<file path="src/rtl/step_phase_driver_pkg.sv">
// Shared definitions for the stepper phase driver.
//   COIL_W        : width of the coil enable vector {A, B, A_n, B_n}
//   state_t       : move FSM states
//   PHASE_TABLE   : 8-entry half-step excitation sequence
//   phase_lookup  : maps a 3-bit phase index to its coil pattern
package step_motor_pkg;

   localparam int unsigned COIL_W = 4;

   typedef enum logic [1:0] {
      IDLE,
      RUN,
      DONE
   } state_t;

   // Even entries drive one coil (wave), odd entries drive two (two-phase-on).
   localparam logic [COIL_W-1:0] PHASE_TABLE [8] = '{
      4'b1000, 4'b1100, 4'b0100, 4'b0110,
      4'b0010, 4'b0011, 4'b0001, 4'b1001
   };

   function automatic logic [COIL_W-1:0] phase_lookup(input logic [2:0] idx);
      return PHASE_TABLE[idx];
   endfunction

endpackage

</file>
<file path="src/rtl/step_phase_driver_if.sv">
// Move-command handshake between the sequencer and the phase driver.
//   cmd_valid : move request
//   cmd_ready : driver can accept a command
//   cmd_steps : number of step ticks to execute (unsigned)
//   dir       : 1 = forward, 0 = reverse (sampled at accept)
//   half_step : 1 = half-step, 0 = full-step (sampled at accept)
interface step_phase_driver_if #(
   parameter int unsigned STEPS_W = 16
);
   logic               cmd_valid;
   logic               cmd_ready;
   logic [STEPS_W-1:0] cmd_steps;
   logic               dir;
   logic               half_step;

   modport master (
      output cmd_valid, cmd_steps, dir, half_step,
      input  cmd_ready
   );

   modport slave (
      input  cmd_valid, cmd_steps, dir, half_step,
      output cmd_ready
   );
endinterface

</file>
<file path="src/rtl/step_phase_driver.sv">
// Unipolar 4-wire stepper phase driver. Counts rising edges of the speed
// stage's step_pulse as ticks, walks an 8-entry half-step phase table and
// tracks absolute position in half-step units.
//   clk        : system clock
//   rst        : synchronous reset, active low
//   step_pulse : speed-stage square wave, same clock domain
//   enable     : driver enable; low aborts a move and de-energises coils
//   cmd        : move-command handshake (slave side)
//   busy       : move in progress
//   done       : one-cycle pulse on normal move completion
//   position   : signed position, half-step units, wraps
//   coils      : registered coil enables {A, B, A_n, B_n}
module step_phase_driver
   import step_motor_pkg::*;
#(
   parameter int unsigned POS_W   = 16,
   parameter int unsigned STEPS_W = 16,
   parameter bit          HOLD_EN = 1'b1
) (
   input  logic               clk,
   input  logic               rst,
   input  logic               step_pulse,
   input  logic               enable,
   step_phase_driver_if.slave cmd,
   output logic               busy,
   output logic               done,
   output logic [POS_W-1:0]   position,
   output logic [COIL_W-1:0]  coils
);

   localparam logic [STEPS_W-1:0] REM_ONE = {{(STEPS_W-1){1'b0}}, 1'b1};
   localparam logic [POS_W-1:0]   POS_ONE = {{(POS_W-1){1'b0}}, 1'b1};
   localparam logic [POS_W-1:0]   POS_TWO = {{(POS_W-2){1'b0}}, 2'b10};

   state_t             state, state_n;
   logic [2:0]         idx, idx_n;
   logic [POS_W-1:0]   pos_n;
   logic [STEPS_W-1:0] rem, rem_n;
   logic               dir_q, dir_n;
   logic               half_q, half_n;
   logic               step_q;
   logic [COIL_W-1:0]  coils_n;

   logic               tick;
   logic               ready;
   logic               accept;
   logic [2:0]         idx_step;
   logic [POS_W-1:0]   pos_step;

   // Same clock domain as the speed stage, so a plain delayed copy suffices.
   assign tick     = step_pulse & ~step_q;
   assign ready    = rst & enable & (state == IDLE);
   assign accept   = cmd.cmd_valid & ready;
   assign idx_step = half_q ? 3'd1 : 3'd2;
   assign pos_step = half_q ? POS_ONE : POS_TWO;

   assign cmd.cmd_ready = ready;
   assign busy          = (state == RUN);
   assign done          = (state == DONE);

   always_comb begin
      state_n = state;
      idx_n   = idx;
      pos_n   = position;
      rem_n   = rem;
      dir_n   = dir_q;
      half_n  = half_q;
      coils_n = '0;

      case (state)
         IDLE: begin
            // A tick coinciding with accept is deliberately not counted.
            if (accept) begin
               dir_n   = cmd.dir;
               half_n  = cmd.half_step;
               rem_n   = cmd.cmd_steps;
               state_n = (cmd.cmd_steps == '0) ? DONE : RUN;
            end
         end
         RUN: begin
            if (tick) begin
               if (dir_q) begin
                  idx_n = idx + idx_step;
                  pos_n = position + pos_step;
               end else begin
                  idx_n = idx - idx_step;
                  pos_n = position - pos_step;
               end
               rem_n = rem - REM_ONE;
               if (rem == REM_ONE) begin
                  state_n = DONE;
               end
            end
            // Abort overrides completion but keeps the step just taken.
            if (!enable) begin
               state_n = IDLE;
               rem_n   = '0;
            end
         end
         DONE: begin
            state_n = IDLE;
         end
         default: begin
            state_n = IDLE;
         end
      endcase

      // Coils are computed from the next state so the register shows the
      // pattern that belongs to the state it is entering.
      if (enable && ((state_n != IDLE) || HOLD_EN)) begin
         coils_n = phase_lookup(idx_n);
      end
   end

   always_ff @(posedge clk) begin
      if (!rst) begin
         state    <= IDLE;
         idx      <= '0;
         position <= '0;
         rem      <= '0;
         dir_q    <= 1'b0;
         half_q   <= 1'b0;
         step_q   <= 1'b0;
         coils    <= '0;
      end else begin
         state    <= state_n;
         idx      <= idx_n;
         position <= pos_n;
         rem      <= rem_n;
         dir_q    <= dir_n;
         half_q   <= half_n;
         step_q   <= step_pulse;
         coils    <= coils_n;
      end
   end

endmodule

</file>
<file path="src/flat_wrapper.sv">
// flat-port wrapper written by rule: the top's interface ports become plain ports
module step_phase_driver_flat import step_motor_pkg::*;
#(
   parameter int unsigned POS_W   = 16,
   parameter int unsigned STEPS_W = 16,
   parameter bit          HOLD_EN = 1'b1
)
  (clk, rst, step_pulse, enable, busy, done, position, coils, cmd_cmd_valid, cmd_cmd_steps, cmd_dir, cmd_half_step, cmd_cmd_ready);
  step_phase_driver_if #(.STEPS_W(STEPS_W)) cmd_i ();
  input  logic clk;
  input  logic rst;
  input  logic step_pulse;
  input  logic enable;
  output logic busy;
  output logic done;
  output logic [POS_W-1:0] position;
  output logic [COIL_W-1:0] coils;
  input wire logic [$bits(cmd_i.cmd_valid)-1:0] cmd_cmd_valid;
  input wire logic [$bits(cmd_i.cmd_steps)-1:0] cmd_cmd_steps;
  input wire logic [$bits(cmd_i.dir)-1:0] cmd_dir;
  input wire logic [$bits(cmd_i.half_step)-1:0] cmd_half_step;
  output wire logic [$bits(cmd_i.cmd_ready)-1:0] cmd_cmd_ready;
  assign cmd_i.cmd_valid = cmd_cmd_valid;
  assign cmd_i.cmd_steps = cmd_cmd_steps;
  assign cmd_i.dir = cmd_dir;
  assign cmd_i.half_step = cmd_half_step;
  assign cmd_cmd_ready = cmd_i.cmd_ready;
  step_phase_driver #(.POS_W(POS_W), .STEPS_W(STEPS_W), .HOLD_EN(HOLD_EN)) u_core (.clk(clk), .rst(rst), .step_pulse(step_pulse), .enable(enable), .cmd(cmd_i), .busy(busy), .done(done), .position(position), .coils(coils));
endmodule
</file>
<file path="config.mk">
export PLATFORM = sky130hd
export DESIGN_NAME = step_phase_driver_flat
export DESIGN_NICKNAME = d
export VERILOG_FILES = /design/src/rtl/step_phase_driver_pkg.sv /design/src/rtl/step_phase_driver_if.sv /design/src/rtl/step_phase_driver.sv /design/src/flat_wrapper.sv
export SDC_FILE = /design/constraint.sdc
export NUM_CORES = 1
export LEC_CHECK = 0
export BUFFER_PORTS_ARGS = -buffer_cell sky130_fd_sc_hd__buf_2
export CAP_MARGIN = 20
export CORE_MARGIN = 1.5
export CORE_UTILIZATION = 57
export CTS_CLUSTER_SIZE = 16
export DETAILED_ROUTE_END_ITERATION = 12
export PLACE_DENSITY = 0.8
export SYNTH_ARGS = -nofsm -noshare
export SYNTH_HDL_FRONTEND = slang
export SYNTH_SLANG_ARGS = --single-unit
</file>
<file path="constraint.sdc">
create_clock -name clk -period 2.9 [get_ports clk]
set_input_delay 0.145 -clock clk [delete_from_list [all_inputs] [get_ports clk]]
set_output_delay 0.145 -clock clk [all_outputs]
set_load 0.02 [all_outputs]
</file>
==> results of run 1 <==
## routing by layer
metal | track usage, % | part of all wire, %
met5 | 0 | 0
met4 | 7.677 | 1.3
met3 | 4.065 | 5.4
met2 | 46.92 | 48
met1 | 33.14 | 45
## Yosys cell counts, types with 2 or more instances
| cell | n |
|---|---|
| dfxtp_1 | 44 |
| nand2_1 | 43 |
| a21oi_1 | 36 |
| nor2_1 | 34 |
| o21ai_0 | 24 |
| ha_1 | 18 |
| nor3_1 | 13 |
| inv_1 | 12 |
| nand3_1 | 10 |
| and2_1 | 7 |
| mux2i_1 | 7 |
| nor4_1 | 7 |
| a211oi_1 | 5 |
| a22oi_1 | 5 |
| a31oi_1 | 5 |
| buf_2 | 5 |
| clkbuf_1 | 5 |
| clkbuf_8 | 5 |
| nand4_1 | 5 |
| o211ai_1 | 5 |
| or3_1 | 5 |
| xnor2_1 | 5 |
| a32o_1 | 4 |
| and3_1 | 4 |
| nand2b_1 | 4 |
| o21a_1 | 4 |
| xor2_1 | 4 |
| o21bai_1 | 3 |
| a21o_1 | 2 |
| a221oi_1 | 2 |
| a22o_1 | 2 |
| a22o_2 | 2 |
| a311o_1 | 2 |
| buf_1 | 2 |
| fa_1 | 2 |
| nor2b_1 | 2 |
| nor3b_1 | 2 |
| o31ai_1 | 2 |
## power by group through the flow
stage | logic [mW] | clock network, mW | registers, mW
after floorplan | 0.404 | 0 | 0.700
after global placement | 0.522 | 0 | 0.690
after detailed placement | 0.528 | 0 | 0.692
after CTS | 0.532 | 0.410 | 0.678
after global routing | 0.604 | 0.430 | 0.684
final | 0.541 | 0.402 | 0.678
## stage by stage
step | util [%] | setup WS (ps) | power, mW | hold slack (ps)
3_5_place_dp | 64.75 | 434.7 | 1.220 | 374.1
6_report | 66.68 | 359.4 | 1.621 | 73.86
5_1_grt | 66.68 | 29.88 | 1.719 | 63.30
3_3_place_gp | 64.75 | 534.6 | 1.212 | 364.6
2_1_floorplan | - | 635.9 | 1.105 | 266.7
4_1_cts | 66.68 | 393.0 | 1.620 | 72.38
## worst paths after layout
path,from,to
setup / recovery,u_core.dir_q,u_core.position[10]
hold reg to reg,u_core.position[7],u_core.position[7]
setup reg to reg,u_core.dir_q,u_core.position[10]
hold / removal,step_pulse,u_core.step_q
## cell type report
| type | instances | area [um^2] | share of cell area (%) |
|---|---|---|---|
| clock buffers | 6 | 82.58 | 2.571 |
| clock inverters | 2 | 10.01 | 0.3116 |
| inverters | 13 | 48.80 | 1.519 |
| multi-input cells | 291 | 1836 | 57.15 |
| flip-flops and latches | 44 | 880.8 | 27.43 |
| well taps | 67 | 83.83 | 2.610 |
| repair buffers | 51 | 270.3 | 8.414 |
## flip-flops by register name (all words and copies together) (netlist names)
register / flops
u_core.position: 16
u_core.idx: 3
u_core.half_q: 1
u_core.dir_q: 1
u_core.step_q: 1
u_core.state: 2
u_core.coils: 4
u_core.rem: 16
## cell families (layout without fill, tap and decap cells)
group	after synthesis	count (layout)
DFF	44	44
and+or+nand+nor	142	142
AOI/OAI and AO/OA	113	113
muxes	7	7
buffers and inverters	31	72
adders and majority gates	20	20
xor gates and xnor gates	9	9
==> results.yml, run 1 <==
outcome:
  status: "finished clean"
power_and_ir_drop:
  p_comb_share_pct: 33.4
  p_switching_mw: 0.5697
  sw_frac_of_total_pct: 35.14
  leakage_nw: 1.424
  seqPwrFrac_pct: 41.8
  power_frac_clock_pct: 24.8
  peakVddDrop_uv: 313.3
  power_density_mw_per_mm2: 504.8
  intPower_mw: 1.052
placed_design:
  routabilityCongestion: 0.9026
  dp_hpwl_um: 5008
  port_buffers: 45
  dp_cells: 466
  place_area_mm2: 0.003119
setup_path:
  slowest_stage: "inv_1"
  startpoint_type: "flip-flop"
  worst_setup_path_end_kind: "flip-flop"
  rr_worst_depth: 8
  path_buf_inv: 1
  worst-setup-path-type: "flip-flop to flip-flop"
  crit_arrival_ps: 2750
  rrSetupSlack_ps: 360
  crit_family: "compound AO/OA/AOI/OAI gates"
  cp_cell_sequence: "inv_1 > ha_1 > nor2b_1 > o2111ai_1 > a21oi_1 > o22ai_1 > xor2_1 > a211oi_1"
  cp_max_fo: 15
  cpPeakStageDelay_ps: 400
  critical_path_required_ps: 3110
  timing.critical_path.depth: 8
die:
  die-area_mm2: 0.005518
  rows: 25
  num_io_pins: 46
  start_util_pct: 60.13
  fp.dieH_um: 74.29
  die_x_um: 74.29
  core_mm2: 0.004817
min_path:
  hold_path_class: "input pin to flip-flop"
  whs_path_depth: 2
synthesis:
  syn-num-nets: 409
  syn_area_mm2: 0.002897
  synth_fa_ha_area_share_pct: 9.158
  yosysTopAreaCell: "dfxtp_1"
  yosys_register_bits: 44
  muxShareOfSynthArea_pct: 2.419
  yosysWarnings: 0
  postSynth.asyncResetShare_pct: 0
  synth.distinct_cells: 56
  synth_top_family_by_area: "compound AO/OA/AOI/OAI gates"
  ys_seq_area_share_pct: 30.41
  synth_compound_area_share_pct: 25.27
  synth.top_cell.area_share_pct: 30.41
  synthCells: 366
  ys.flop_type: "dfxtp_1"
  avgSynthCellArea_um2: 7.914
  synthSimpleGateAreaFrac_pct: 23.80
  synth_edf_count: 0
  synth_xor_area_share_pct: 2.721
  yosys-top-cells-area: "dfxtp_1 30%, ha_1 7.8%, a21oi_1 6.2%"
clock_network:
  clkTransAtPathRegs_ps: 80
  cts_tree: "done"
  cts-htree-levels: 2
  numCtsBuffers: 5
  cts-hold-fix-buffers: 0
  ctsLongestPathBuffers: 2
  postCtsSetupBuffers: 0
  root_buffer: "clkbuf_8"
  cts_resized: 0
  cts_sinks: 44
  clk_latency_ps: 290
global_route:
  grt_pass1_vias: 2655
  antenna_found_initial: 0
  grt-ovfl-total: 0
  grt_pass1_wl_um: 11590
  grtUsageTotal_pct: 26.44
  grt_max_degree: 22
timing:
  rsz0062_at_grt: "false"
  finalMaxSlewViolations: 0
  hold_viol: 0
  worst-slew-pin-transition_ps: 557.1
  clock.fmax_mhz: 393.6
  relSlewSlack_pct: 62.57
  skew_ps: 8.735
  finalSetupViolations: 0
  layout_min_cycle_time_ps: 2541
  tns_ps: 0
  period_share_pct: 87.61
routing:
  postRouteAntennaNets: 0
  vias_per_cell: 6.013
  drt_pre_antenna_iters: 6
  drc: 0
  wl_um: 6919
  routedWlPerCell_um: 14.60
  vias: 2850
  drtIter0Drc: 142
final_layout:
  drive_above_1_share_pct: 16.46
  area_growth_pct: 10.89
  fill_cells: 464
  final_common_cell: "buf_2"
  layout.nets: 449
  diodes: 0
  final_cell_count_no_fill: 474
  fin_area_mm2: 0.003212
  layout_common_cells: "45 x buf_2, 44 x dfxtp_1, 43 x nand2_1"
flow_run:
  max_cap_violations: 0
(Power assumes the default switching activity.)
==> run 2: changes to the inputs <==
Settings changed: CORE_UTILIZATION 57 to 55, PLACE_DENSITY 0.8 to 0.78.
==> results.yml, run 2 (same netlist as run 1, synthesis figures left out) <==
global_route:
  antenna_found_initial: 0
  grt_pass1_wl_um: 11360
  grtUsageTotal_pct: 25.63
  grt_max_degree: 22
  grt-ovfl-total: 0
  grt_pass1_vias: 2583
min_path:
  hold_path_class: "input pin to flip-flop"
  whs_path_depth: 2
setup_path:
  cpPeakStageDelay_ps: 400
  critical_path_required_ps: 3130
  timing.critical_path.depth: 8
  worst_setup_path_end_kind: "flip-flop"
  slowest_stage: "inv_1"
  path_buf_inv: 1
  crit_arrival_ps: 2770
  crit_family: "compound AO/OA/AOI/OAI gates"
  cp_max_fo: 15
  rr_worst_depth: 8
  cp_cell_sequence: "inv_1 > ha_1 > a21oi_1 > o21ai_0 > a21oi_1 > o21a_1 > mux2i_1 > mux2i_1"
  worst-setup-path-type: "flip-flop to flip-flop"
  startpoint_type: "flip-flop"
clock_network:
  cts-htree-levels: 2
  cts-hold-fix-buffers: 0
  clk_latency_ps: 300
  clkTransAtPathRegs_ps: 90
  cts_resized: 0
  numCtsBuffers: 5
  cts_tree: "done"
  ctsLongestPathBuffers: 2
  postCtsSetupBuffers: 0
  root_buffer: "clkbuf_8"
  cts_sinks: 44
timing:
  worst_slack_ps: 358.8
  rsz0062_at_grt: "false"
  relSlewSlack_pct: 60.64
  hold_viol: 0
  period_share_pct: 87.63
  tns_ps: 0
  layout_min_cycle_time_ps: 2541
  finalSetupViolations: 0
  finalMaxSlewViolations: 0
  skew_ps: 9.963
  worst-slew-pin-transition_ps: 590.4
  clock.fmax_mhz: 393.5
routing:
  routedLengthMet1_um: 3099
  vias: 2869
  drc: 0
  route.met3.wl_um: 391
  drt_pre_antenna_iters: 5
  vias_per_cell: 5.990
  routedWlPerCell_um: 14.70
  dr.max_layer_used: "met4"
  postRouteAntennaNets: 0
  wl_um: 7043
  drtIter0Drc: 283
  wl_met2_um: 3479
final_layout:
  layout_common_cells: "45 x buf_2, 44 x dfxtp_1, 43 x nand2_1"
  multi_input_area_mm2: 0.001836
  fin_area_mm2: 0.003259
  top_regs: "u_core.position x16, u_core.rem x16, u_core.coils x4"
  fill_cells: 470
  area_growth_pct: 12.53
  drive_above_1_share_pct: 16.87
  final_common_cell: "buf_2"
  diodes: 0
  layout.nets: 451
  final_core_util_pct: 63.82
  ff_latch_area_um2: 880.8
flow_run:
  max_cap_violations: 0
die:
  fp.dieH_um: 75.57
  core_mm2: 0.005107
  start_util_pct: 56.71
  die-area_mm2: 0.005711
  rows: 26
  num_io_pins: 46
  die_x_um: 75.57
outcome:
  status: "finished clean"
power_and_ir_drop:
  leakage_nw: 1.445
  peakVddDrop_uv: 289.9
  total_power_mw: 1.719
  power_density_mw_per_mm2: 527.3
placed_design:
  dp_hpwl_um: 5082
  routabilityCongestion: 0.9174
  pre_cts_ws_ps: 433.4
  port_buffers: 45
  place_area_mm2: 0.003138
-- run 2: cell types whose count changed in the layout (fill, tap and decap cells not counted) --
cell	previous run	this run
clkinv_4	0	1
buf_4	6	8
clkinv_2	2	0
bufinv_16	0	1
-- run 2: routing by layer --
| layer | up-vias | global-route usage [%] |
|---|---|---|
| met3 | 10 | 6.085 |
| li1 | 1424 | - |
| met2 | 95 | 45.03 |
| met4 | 0 | 8.532 |
| met5 | - | 0 |
| met1 | 1340 | 30.73 |
-- run 2: cell type report --
type	instances	area share (%)
multi-input combinational	291	56.31
sequential	44	27.02
timing repair buffer	53	8.752
tap	70	2.687
clock buffer	6	2.534
inverter	13	1.497
clock inverter	2	1.190
-- run 2: final timing paths --
kind	from	endpoint	slack, ps
worst max-delay path	u_core.dir_q	u_core.position[15]	360
worst min-delay path	step_pulse	u_core.step_q	60
worst max register to register	u_core.dir_q	u_core.position[15]	360
worst min register to register	u_core.rem[15]	u_core.rem[15]	480
-- run 2: metrics by stage --
stage,cells,hold WS (ps)
2_1_floorplan,366,266.7
3_3_place_gp,471,365.0
3_5_place_dp,471,374.6
4_1_cts,479,58.43
5_1_grt,479,69.03
6_report,479,64.35
-- run 2: where the power goes --
part | leakage (nW) | switching [mW] | internal [mW] | total, mW
sequential | 0.359 | 0.0361 | 0.643 | 0.679
combinational | 1.02 | 0.323 | 0.220 | 0.543
clock | 0.0614 | 0.215 | 0.282 | 0.497
total | 1.44 | 0.574 | 1.14 | 1.72
-- run 2: worst register-to-register path, cell delays in order (launching register included) --
cell	delay [ps]
dfxtp_1	350
inv_1	400
ha_1	400
a21oi_1	260
o21ai_0	120
a21oi_1	260
o21a_1	210
mux2i_1	260
mux2i_1	220
